File: src/rtl/mem_pkg.sv
// Shared types and widths for the memory-access stage.
package mem_pkg;
    localparam int WORD_W  = 32;
    localparam int REG_W   = 5;
    localparam int LAT_MAX = 8;
    localparam int CNT_W   = $clog2(LAT_MAX);

    typedef enum logic {IDLE, BUSY} state_e;
endpackage

File: src/rtl/data_mem.sv
// Single-port word RAM with write enable and a registered read port.
module data_mem
    import mem_pkg::*;
#(
    parameter int DEPTH = 64,
    parameter int AW    = $clog2(DEPTH)
) (
    input  logic              clk,
    input  logic              en,
    input  logic              we,
    input  logic [AW-1:0]     addr,
    input  logic [WORD_W-1:0] wdata,
    output logic [WORD_W-1:0] rdata
);
    logic [WORD_W-1:0] mem_q [DEPTH];
    logic [WORD_W-1:0] rdata_q;

    always_ff @(posedge clk) begin
        if (en) begin
            if (we) mem_q[addr] <= wdata;
            else    rdata_q     <= mem_q[addr];
        end
    end

    assign rdata = rdata_q;
endmodule

File: src/rtl/mem_stage.sv
// MEM pipeline stage: branch resolution plus multi-cycle word loads/stores,
// stalling upstream while the data memory is busy.
module mem_stage
    import mem_pkg::*;
#(
    parameter int DEPTH = 64,
    parameter int LAT   = 2
) (
    input  logic              clk,
    input  logic              rst_n,
    input  logic              in_valid,
    input  logic              in_mem_read,
    input  logic              in_mem_write,
    input  logic              in_branch,
    input  logic              in_reg_write,
    input  logic              in_mem_to_reg,
    input  logic [WORD_W-1:0] in_adder,
    input  logic              in_zf,
    input  logic [WORD_W-1:0] in_alu,
    input  logic [WORD_W-1:0] in_rd2,
    input  logic [REG_W-1:0]  in_mux5b,
    output logic              stall,
    output logic              pc_src,
    output logic [WORD_W-1:0] branch_target,
    output logic              addr_err,
    output logic              wb_valid,
    output logic              wb_reg_write,
    output logic              wb_mem_to_reg,
    output logic [WORD_W-1:0] wb_read_data,
    output logic [WORD_W-1:0] wb_alu,
    output logic [REG_W-1:0]  wb_mux5b
);
    localparam int AW = $clog2(DEPTH);

    state_e            state_q, state_d;
    logic [CNT_W-1:0]  cnt_q, cnt_d;
    logic [AW-1:0]     addr_q, addr_d;
    logic [WORD_W-1:0] wdata_q, wdata_d, alu_q, alu_d;
    logic [REG_W-1:0]  rd_q, rd_d;
    logic              wr_q, wr_d, regw_q, regw_d, m2r_q, m2r_d;

    logic              wb_valid_q, wb_valid_d, wb_regw_q, wb_regw_d;
    logic              wb_m2r_q, wb_m2r_d, wb_load_q, wb_load_d;
    logic [WORD_W-1:0] wb_alu_q, wb_alu_d;
    logic [REG_W-1:0]  wb_rd_q, wb_rd_d;
    logic              err_q, err_d;

    logic              mem_op, err, ram_en;
    logic [WORD_W-1:0] ram_rdata;

    assign mem_op = in_valid & (in_mem_read | in_mem_write);
    assign err    = mem_op & ((in_alu[1:0] != 2'b00) | (in_alu >= WORD_W'(DEPTH * 4)));

    assign stall  = rst_n & (((state_q == IDLE) & mem_op & ~err) |
                             ((state_q == BUSY) & (cnt_q != '0)));
    assign pc_src = rst_n & in_valid & in_branch & in_zf & (state_q == IDLE);
    assign branch_target = in_adder;

    always_comb begin
        state_d    = state_q;
        cnt_d      = cnt_q;
        addr_d     = addr_q;
        wdata_d    = wdata_q;
        alu_d      = alu_q;
        rd_d       = rd_q;
        wr_d       = wr_q;
        regw_d     = regw_q;
        m2r_d      = m2r_q;
        wb_valid_d = 1'b0;
        wb_regw_d  = wb_regw_q;
        wb_m2r_d   = wb_m2r_q;
        wb_load_d  = wb_load_q;
        wb_alu_d   = wb_alu_q;
        wb_rd_d    = wb_rd_q;
        err_d      = 1'b0;
        ram_en     = 1'b0;
        unique case (state_q)
            IDLE: begin
                if (mem_op && !err) begin
                    addr_d  = in_alu[AW+1:2];
                    wdata_d = in_rd2;
                    alu_d   = in_alu;
                    rd_d    = in_mux5b;
                    wr_d    = in_mem_write;
                    regw_d  = in_reg_write;
                    m2r_d   = in_mem_to_reg;
                    cnt_d   = CNT_W'(LAT - 1);
                    state_d = BUSY;
                end else if (in_valid) begin
                    // Faulting accesses retire here too, but never write a register.
                    wb_valid_d = 1'b1;
                    wb_regw_d  = in_reg_write & ~err;
                    wb_m2r_d   = in_mem_to_reg;
                    wb_load_d  = 1'b0;
                    wb_alu_d   = in_alu;
                    wb_rd_d    = in_mux5b;
                    err_d      = err;
                end
            end
            BUSY: begin
                if (cnt_q != '0) begin
                    cnt_d = cnt_q - 1'b1;
                end else begin
                    ram_en     = 1'b1;
                    wb_valid_d = 1'b1;
                    wb_regw_d  = regw_q;
                    wb_m2r_d   = m2r_q;
                    wb_load_d  = ~wr_q;
                    wb_alu_d   = alu_q;
                    wb_rd_d    = rd_q;
                    state_d    = IDLE;
                end
            end
            default: state_d = IDLE;
        endcase
    end

    always_ff @(posedge clk) begin
        if (!rst_n) begin
            state_q    <= IDLE;
            cnt_q      <= '0;
            wb_valid_q <= 1'b0;
            wb_regw_q  <= 1'b0;
            wb_m2r_q   <= 1'b0;
            wb_load_q  <= 1'b0;
            wb_alu_q   <= '0;
            wb_rd_q    <= '0;
            err_q      <= 1'b0;
        end else begin
            state_q    <= state_d;
            cnt_q      <= cnt_d;
            wb_valid_q <= wb_valid_d;
            wb_regw_q  <= wb_regw_d;
            wb_m2r_q   <= wb_m2r_d;
            wb_load_q  <= wb_load_d;
            wb_alu_q   <= wb_alu_d;
            wb_rd_q    <= wb_rd_d;
            err_q      <= err_d;
        end
    end

    always_ff @(posedge clk) begin
        addr_q  <= addr_d;
        wdata_q <= wdata_d;
        alu_q   <= alu_d;
        rd_q    <= rd_d;
        wr_q    <= wr_d;
        regw_q  <= regw_d;
        m2r_q   <= m2r_d;
    end

    // Gating with rst_n keeps a reset landing on the final BUSY edge from writing.
    data_mem #(.DEPTH(DEPTH)) u_dmem (
        .clk   (clk),
        .en    (ram_en & rst_n),
        .we    (wr_q),
        .addr  (addr_q),
        .wdata (wdata_q),
        .rdata (ram_rdata)
    );

    assign wb_valid      = wb_valid_q;
    assign wb_reg_write  = wb_regw_q;
    assign wb_mem_to_reg = wb_m2r_q;
    assign wb_read_data  = wb_load_q ? ram_rdata : '0;
    assign wb_alu        = wb_alu_q;
    assign wb_mux5b      = wb_rd_q;
    assign addr_err      = err_q;
endmodule

File: config.mk
export PLATFORM = sky130hd
export DESIGN_NAME = mem_stage
export DESIGN_NICKNAME = d
export VERILOG_FILES = /design/src/rtl/mem_pkg.sv /design/src/rtl/data_mem.sv /design/src/rtl/mem_stage.sv
export SDC_FILE = /design/constraint.sdc
export NUM_CORES = 2
export LEC_CHECK = 0
export BUFFER_PORTS_ARGS = -buffer_cell sky130_fd_sc_hd__clkbuf_2
export CORE_MARGIN = 4
export CORE_UTILIZATION = 48
export DETAILED_ROUTE_END_ITERATION = 8
export PLACE_DENSITY_LB_ADDON = 0.3
export REMOVE_ABC_BUFFERS = 1
export SYNTH_ARGS = -nofsm -noshare
export SYNTH_HDL_FRONTEND = slang
export SYNTH_SLANG_ARGS = --single-unit
File: constraint.sdc
create_clock -name clk -period 6.1 [get_ports clk]
set_input_delay 1.22 -clock clk [delete_from_list [all_inputs] [get_ports clk]]
set_output_delay 1.22 -clock clk [all_outputs]
set_load 0.02 [all_outputs]
==> metrics <==
Switching Fraction=19.6%; Clock Skew=0.0467 ns; Port Buf Inserts=152; nets=4,944; Vias=49,300; share of the synthesized area in the top cell type=77.0%; Skew-Pair Late Insertion Delay=0.88 ns; initial antenna violation count=28; commonest cells in the netlist=edfxtp_1 (2,152), mux2i_1 (298), a22oi_1 (207); die height=426 um; Initial Utilization=48.3%; Achievable Freq=0.216 GHz; Synth Area in XOR/XNOR=0%; Post CTS Setup Buffer Count=0; DIE AREA=0.182 mm^2; share of power burned in registers=55.5%; gr usage total=30.1%; filler cell count=13,400; worst min path class=register to register; worst-path fanout max=102; Crit. End Element=register; PD cells=309 mW/mm^2; routability cong.=0.945; Max Buffers Root-to-Sink=3; first-pass GRT wire length=379,000 um; Worst-path clk slew=0.06 ns; Post-synth EDFFs=2,152; YS warnings=0; Vias/cell=6.71; mean post-synth cell area=18.4 um^2; cts bufs inserted=215; largest family of logic cells by synthesized area=compound AO/OA/AOI/OAI gates; Routed wire per std cell=37.6 um; Post-Synth Adder-Cell Area=0.0298%; share of layout cells above drive strength 1=20.3%; post-synthesis compound-gate area fraction=8.88%; post-synth top area cell=edfxtp_1; Synth Instances=4,568; power share of the combinational group=0.4%; core area=0.174 mm^2; critical path class=register to register; Slew @ Worst Pin=1.49 ns; Async SR Flop Fraction=0%; CTS Root Cell=clkbuf_16; Leakage Power=30.8 nW; Tcrit/Tclk final=76.1%; status=complete, no violations; Hold Slack=0.467 ns; Biggest register=u_dmem.mem_q; Synth Cell Area=0.0839 mm^2; number of max-cap violations=0; Die Wd=426 um; max FFs per register=2,048; top-count cell post-synth=edfxtp_1; Peak VDD IR=0.000298 V; number of gates resized after CTS=0; Net Sw Power=5.76 mW; clock share of power=44.1%; post-synthesis simple-gate area fraction=2.56%; max_slew headroom=0.628%; Post-Route WL=276,000 um; DP HPWL=161,000 um; DRC=0; CTS tree=done; cells taking the most area after synthesis=edfxtp_1 (77%), mux2i_1 (3.6%), mux4_2 (3.0%), a221oi_1 (2.1%), a22oi_1 (1.9%); CP Data Arrival Time=5.05 ns; mux contribution to synthesized area=8.27%; CTS Sinks=2,198; total gr overflow=0; number of global-route vias before repair=46,700; Pint=23.7 mW; Tmin final=4.64 ns; Seq cells post-synth=2,198; Pins Over Slew Limit=0; largest net degree at the start of global routing=103; DR iter-0 viols=8,916; CTS Hold Buffers Added=0; sequential share of the synthesized area=78.1%; IO Pins=217; Layout area overhead=13.6%; Cell Rows=153; sum of negative setup slack=0 ns; Final Hold Viols=0; final setup fails=0; Routed Antenna Nets=0; WP data required=6.51 ns; crit path launch type=register; Unique masters post-synth=71; Pre-antenna DRT Iters=9; dominant synthesized flop cell=edfxtp_1; unrepaired setup endpoints after global routing=no; H-tree level count=4
final cells by class:
type / count / area (um^2) / share of cell area, %
Timing Repair Buffer: 390 / 2760 / 2.90
Tap cell: 2325 / 2910 / 3.05
Inverter: 7 / 32.5 / 0.0341
Sequential cell: 2198 / 65500 / 68.8
Multi-Input combinational cell: 2020 / 17200 / 18.1
Clock inverter: 119 / 1090 / 1.14
Clock buffer: 276 / 5730 / 6.02
Antenna cell: 8 / 20.0 / 0.0210
power by group through the flow:
stage                     sequential, mW  combinational (mW)  clock (mW)
after CTS                           16.3               0.116        13.0
after floorplan                     16.7              0.0309           0
after detailed placement            16.7               0.116           0
after global routing                16.3               0.125        13.7
after global placement              16.7               0.113           0
final                               16.3               0.115        13.0
per-layer routing:
metal | vias to the layer above | global-route usage (%) | wire length [um]
met5 | - | 0.215 | 80
met1 | 25200 | 40.6 | 99700
met2 | 3996 | 43.6 | 121000
met3 | 706 | 10.0 | 39100
met4 | 12 | 15.4 | 16600
li1 | 19300 | - | -
critical path, cell delays in order, from the launching register on:
cell	delay [ns]
edfxtp_1	0.75
buf_12	0.55
nor2b_4	0.33
buf_4	0.33
a221oi_1	0.34
a21oi_1	0.08
o21ai_0	1.01
nand4_1	0.67
logic make-up (layout without fill, tap and decap cells):
family                     count (synthesis)  count (layout)
DFF                                     2198            2198
adders and majority gates                  2               2
other                                      0               8
muxes                                    538             538
AOI/OAI and AO/OA                       1022            1022
and+or+nand+nor                          458             458
buffers and inverters                    350             792
cell usage in the layout, fill, tap and decap left out, types with 110 or more instances in the layout:
cell,instances
a21oi_1,139
clkbuf_2,152
buf_4,221
nand2_1,110
mux4_2,110
mux2i_1,298
edfxtp_1,2152
mux2_2,129
clkbuf_16,219
a221oi_1,198
o21ai_0,118
a22oi_1,207
stage by stage:
step	worst slack [ns]	utilization, %	cell area [um^2]	std cells	total power, mW
after floorplan	-20.40	-	82100	4225	16.7
after global placement	0.393	50.9	88400	6939	16.8
after detailed placement	1.68	50.9	88400	6940	16.8
after CTS	1.74	54.8	95300	7335	29.5
after global routing	1.54	54.8	95300	7336	30.2
final	1.46	54.8	95300	7343	29.4
final timing paths:
path	slack [ns]	to	cells after the start	startpoint
max reg2reg	1.46	u_dmem.rdata[16]$_DFFE_PP_	7	addr_q[1]$_DFFE_PP_
min reg2reg	0.47	wb_mux5b[4]$_SDFFE_PN0P_	2	wb_mux5b[4]$_SDFFE_PN0P_
max	1.46	u_dmem.rdata[16]$_DFFE_PP_	7	addr_q[1]$_DFFE_PP_
min	0.47	wb_mux5b[4]$_SDFFE_PN0P_	2	wb_mux5b[4]$_SDFFE_PN0P_
Note: power is estimated with default switching activity, not from simulation.
